### src/rtl/vga_pkg.sv
// Shared video definitions: active area, coordinate/colour types and the
// rectangle-writer FSM state encoding.
package vga_pkg;
   localparam int COORD_W  = 10;
   localparam int RGB_W    = 12;
   localparam int H_ACTIVE = 640;
   localparam int V_ACTIVE = 480;

   typedef logic [COORD_W-1:0] coord_t;
   typedef logic [RGB_W-1:0]   rgb_t;

   typedef enum logic [1:0] {S_IDLE, S_FILL, S_DONE} wr_state_e;

   localparam coord_t X_MAX = coord_t'(H_ACTIVE - 1);
   localparam coord_t Y_MAX = coord_t'(V_ACTIVE - 1);

   function automatic coord_t clip(input coord_t v, input coord_t lim);
      return (v > lim) ? lim : v;
   endfunction
endpackage

### src/rtl/vga_xy_stepper.sv
// Row-major x/y walker over an inclusive rectangle; load sets bounds and
// origin, step advances one pixel, last flags the bottom-right corner.
module vga_xy_stepper
   import vga_pkg::*;
(
   input  logic   clk,
   input  logic   rst,
   input  logic   load,
   input  logic   step,
   input  coord_t ld_x0,
   input  coord_t ld_y0,
   input  coord_t ld_x1,
   input  coord_t ld_y1,
   output coord_t x,
   output coord_t y,
   output logic   last
);
   coord_t x0_q, x1_q, y1_q;

   assign last = (x == x1_q) && (y == y1_q);

   always_ff @(posedge clk or posedge rst) begin
      if (rst) begin
         x0_q <= '0;
         x1_q <= '0;
         y1_q <= '0;
         x    <= '0;
         y    <= '0;
      end else if (load) begin
         x0_q <= ld_x0;
         x1_q <= ld_x1;
         y1_q <= ld_y1;
         x    <= ld_x0;
         y    <= ld_y0;
      end else if (step && !last) begin
         // holding at the final corner keeps the counters inside the clipped bounds
         if (x == x1_q) begin
            x <= x0_q;
            y <= y + coord_t'(1);
         end else begin
            x <= x + coord_t'(1);
         end
      end
   end
endmodule

### src/rtl/vga_rect_writer.sv
// Rectangle-fill drawing engine feeding the frame memory write port.
// Build option VBLANK_ONLY_EN: pixel writes are issued only while vblank is high.
module vga_rect_writer
   import vga_pkg::*;
(
   input  logic   clk,
   input  logic   rst,
   input  logic   cmd_valid,
   output logic   cmd_ready,
   input  coord_t cmd_x0,
   input  coord_t cmd_y0,
   input  coord_t cmd_x1,
   input  coord_t cmd_y1,
   input  rgb_t   cmd_rgb,
   input  logic   vblank,
   output logic   wr_valid,
   input  logic   wr_ready,
   output coord_t wr_x,
   output coord_t wr_y,
   output rgb_t   wr_rgb,
   output logic   busy,
   output logic   done
);
   wr_state_e state;
   logic      fill_q;
   rgb_t      rgb_q;
   logic      last;
   coord_t    x0c, y0c, x1c, y1c;
   logic      accept, empty, xfer;

   assign x0c = clip(cmd_x0, X_MAX);
   assign y0c = clip(cmd_y0, Y_MAX);
   assign x1c = clip(cmd_x1, X_MAX);
   assign y1c = clip(cmd_y1, Y_MAX);
   assign empty = (x0c > x1c) || (y0c > y1c);

   // gated by rst so the handshake stays closed while reset is held
   assign cmd_ready = (state == S_IDLE) && !rst;
   assign accept    = cmd_valid && cmd_ready;
   assign busy      = (state != S_IDLE);
   assign wr_rgb    = rgb_q;

`ifdef VBLANK_ONLY_EN
   assign wr_valid = fill_q && vblank;
`else
   logic unused_vblank;
   assign unused_vblank = vblank;
   assign wr_valid = fill_q;
`endif

   assign xfer = wr_valid && wr_ready;

   vga_xy_stepper u_step (
      .clk   (clk),
      .rst   (rst),
      .load  (accept),
      .step  (xfer),
      .ld_x0 (x0c),
      .ld_y0 (y0c),
      .ld_x1 (x1c),
      .ld_y1 (y1c),
      .x     (wr_x),
      .y     (wr_y),
      .last  (last)
   );

   always_ff @(posedge clk or posedge rst) begin
      if (rst) begin
         state  <= S_IDLE;
         fill_q <= 1'b0;
         done   <= 1'b0;
         rgb_q  <= '0;
      end else begin
         done <= 1'b0;
         case (state)
            S_IDLE: if (accept) begin
               rgb_q <= cmd_rgb;
               if (empty) begin
                  state <= S_DONE;
                  done  <= 1'b1;
               end else begin
                  state  <= S_FILL;
                  fill_q <= 1'b1;
               end
            end
            S_FILL: if (xfer && last) begin
               state  <= S_DONE;
               fill_q <= 1'b0;
               done   <= 1'b1;
            end
            S_DONE:  state <= S_IDLE;
            default: state <= S_IDLE;
         endcase
      end
   end
endmodule

### config.mk
export PLATFORM = sky130hd
export DESIGN_NAME = vga_rect_writer
export DESIGN_NICKNAME = d
export VERILOG_FILES = /design/src/rtl/vga_pkg.sv /design/src/rtl/vga_xy_stepper.sv /design/src/rtl/vga_rect_writer.sv
export SDC_FILE = /design/constraint.sdc
export NUM_CORES = 1
export LEC_CHECK = 0
export ABC_AREA = 1
export BUFFER_PORTS_ARGS = -buffer_cell sky130_fd_sc_hd__buf_2
export CAP_MARGIN = 20
export CORE_MARGIN = 5
export CORE_UTILIZATION = 25
export DETAILED_ROUTE_END_ITERATION = 10
export PLACE_DENSITY_LB_ADDON = 0.15
export SKIP_CTS_REPAIR_TIMING = 1
export SYNTH_ARGS = -nofsm -noshare
export SYNTH_HDL_FRONTEND = slang
export SYNTH_HIERARCHICAL = 1
export SYNTH_SLANG_ARGS = --single-unit
### constraint.sdc
create_clock -name clk -period 2.8 [get_ports clk]
set_clock_uncertainty 0.1 [all_clocks]
set_input_delay 0.56 -clock clk [delete_from_list [all_inputs] [get_ports clk]]
set_output_delay 0.56 -clock clk [all_outputs]
set_load 0.05 [all_outputs]
==> flow_metrics.tcl <==
set metrics [dict create \
    cts_buffers 9 \
    synth_area_leader_cell "dfrtp_1" \
    clk_latency_ns 0.33 \
    synth_area_leaders "dfrtp_1 38%, nand2_1 21%, inv_1 6.7%, ha_1 6.3%, nand3_1 5.0%" \
    vias 4037 \
    synth_seq_cells 66 \
    synth.most_common_cell "nand2_1" \
    path_clk_slew_ns 0.05 \
    post_drt_wl_per_cell_um 12.7 \
    min_period_over_period 0.832 \
    required_ns 2.92 \
    antenna_left 0 \
    min_period_ns 2.33 \
    cp.buffers_inverters 3 \
    antenna_found_initial 0 \
    critical_path.max_fanout 7 \
    final_area_um2 5380 \
    grt_max_degree 62 \
    area_delta_synth_final_pct 22.3 \
    grt_pass1_vias 4090 \
    powerDensity_nw_per_um2 1030 \
    ir_drop_mv 0.666 \
    top_layer "met4" \
    cts.sinks 66 \
    yosysUniqueCellTypes 37 \
    worstPathCellList "buf_2 > o21ai_0 > inv_1 > or2_2 > ha_1 > nand2_1 > inv_1 > nand2_1 > nand2_1 > nand2_1 > nand3_1 > nand2_1 > nand2_1 > nand2_1 > nand2_1 > nand2_1 > nand2_1" \
    postSynthCellCount 638 \
    crit_type "input port to register" \
    post-route-util 0.311 \
    crit_family "simple AND/OR/NAND/NOR gates" \
    arrival_ns 2.44 \
    hpwl_um 9480 \
    synth_top_area_frac 0.375 \
    cts_buffer_depth 2 \
    status "finished clean" \
    start_util 0.254 \
    synth_area_per_cell_um2 6.90 \
    clock_tree.root_cell "clkbuf_16" \
    synth_area_um2 4400 \
    final-setup-viol-count 0 \
    grt.total_usage 0.125 \
    cts_tree "built" \
    pin_count 93 \
    dieArea_um2 20400 \
    drcViolationCount 0 \
    yosysWarnings 6 \
    vias_per_cell 4.22 \
    drtIter0Drc 198 \
    hold_ws_ns 0.228 \
    drv_slew 0 \
    slowest_stage "ha_1" \
    max_freq_ghz 0.429 \
    die_x_um 143 \
    synth_edf_count 0 \
    wirelength_um 12200 \
    htree_levels 3 \
    async_reset_ff_frac 1.00 \
    diodes 0 \
    reg2reg_from "u_step/x[6]$_DFFE_PP0P_" \
    worstSetupStartpoint "cmd_x0[8]" \
    core_area_um2 17300 \
    rsz0062_at_grt "false" \
    synth_common_cells "252 x nand2_1, 79 x inv_1, 66 x dfrtp_1" \
    port_buffers 91 \
    final_cells 957 \
    end_kind "register" \
    cpPeakStageDelay_ns 0.32 \
    worst_pin_slew_ns 0.608 \
    drt-met1-wl_um 5970 \
    gp_congestion 0.817 \
    slew_headroom 0.594 \
    num_rows 48 \
    final_hold_viol_count 0 \
    grt_first_pass_wirelength_um 20400 \
    cp-start-kind "input port" \
    dpl-instance-area_um2 5110 \
    drtPass1Iterations 4 \
    seq_area_frac_synth 0.375 \
    synthFlopType "dfrtp_1" \
    dr_wl_met3_um 462 \
    crit_top_cell "nand2_1" \
    fin_tns_setup_ns 0 \
    maxCapViolCount 0 \
    p_leak_nw 3.03 \
    drive_above_1_share 0.220 \
    fin_nets 806 \
    dr_wl_met2_um 5610 \
    overflow 0 \
    die_h_um 143 \
    dp_cells 941 \
    hold_path.class "input port to asynchronous set/reset pin" \
    rrSetupSlack_ns 0.55 \
]
## metal layers
layer,up-vias,GRT usage
met4,0,0.0405
met2,67,0.200
met1,1826,0.170
met3,10,0.0238
met5,-,0
li1,2134,-
## worst paths after layout
kind | to | cells past startpoint
worst max-delay path | wr_valid$_DFFE_PP0P_ | 17
worst min-delay path | u_step/x0_q[9]$_DFFE_PP0P_ | 3
worst max register to register | u_step/y[3]$_DFFE_PP0P_ | 10
worst min register to register | u_step/x0_q[0]$_DFFE_PP0P_ | 2
max in group asynchronous | wr_rgb[1]$_DFFE_PP0P_ | 2
min in group clk | wr_rgb[9]$_DFFE_PP0P_ | 3
## power by group
| group | switching [mW] | total [mW] | internal (mW) |
|---|---|---|---|
| combinational | 1.93 | 2.72 | 0.788 |
| clock | 0.414 | 1.03 | 0.614 |
| sequential | 0.412 | 1.80 | 1.39 |
## stage by stage
| step | worst slack [ns] | power (mW) |
|---|---|---|
| final | 0.471 | 5.55 |
| after global routing | 0.234 | 6.02 |
| after CTS | 0.460 | 5.64 |
| after detailed placement | 0.102 | 4.57 |
| after global placement | 0.153 | 4.55 |
| after floorplan | 0.271 | 3.88 |
## cells by family (layout without fill, tap and decap cells)
kind of cell    Yosys count  after routing  share of synthesized area
simple gates            381            381                      0.379
other cells               2              4                    0.00171
fa+ha+maj                22             22                     0.0625
flops                    66             66                      0.375
buf+inv                 107            199                     0.0952
compound gates           44             44                     0.0546
xor+xnor                 16             16                     0.0318
## cell usage in the layout, fill, tap and decap left out, types with 15 or more instances in the layout
| cell | n |
|---|---|
| nand2_1 | 252 |
| buf_2 | 91 |
| inv_1 | 78 |
| dfrtp_1 | 66 |
| nand3_1 | 44 |
| nor2_1 | 38 |
| o21ai_0 | 28 |
| ha_1 | 22 |
| or2_2 | 15 |
| xor2_1 | 15 |
## registers in the layout (all words and copies together) (netlist names)
register,count
u_step/x0_q,10
u_step/y1_q,10
state,2
done,1
u_step/x,10
u_step/y,10
u_step/x1_q,10
wr_valid,1
wr_rgb,12
## final cells by class
class | instances | area [um2]
clock buffer | 10 | 239
clock inverter | 6 | 32.5
fill | 1913 | 11900
inverter | 88 | 330
multi-input combinational | 467 | 2340
sequential | 66 | 1650
tap | 225 | 282
timing repair buffer | 95 | 510
## worst reg2reg max path, stage by stage (launching register included)
cell and delay [ns]:
dfrtp_1 0.46, xor2_1 0.19, nor2_1 0.10, nand2_1 0.17
nor2_8 0.24, nand2_2 0.10, nand2_4 0.13, nand2_2 0.32
nand2_8 0.25, nand2_2 0.06, nand2_1 0.06
Note: power is estimated with default switching activity, not from simulation.
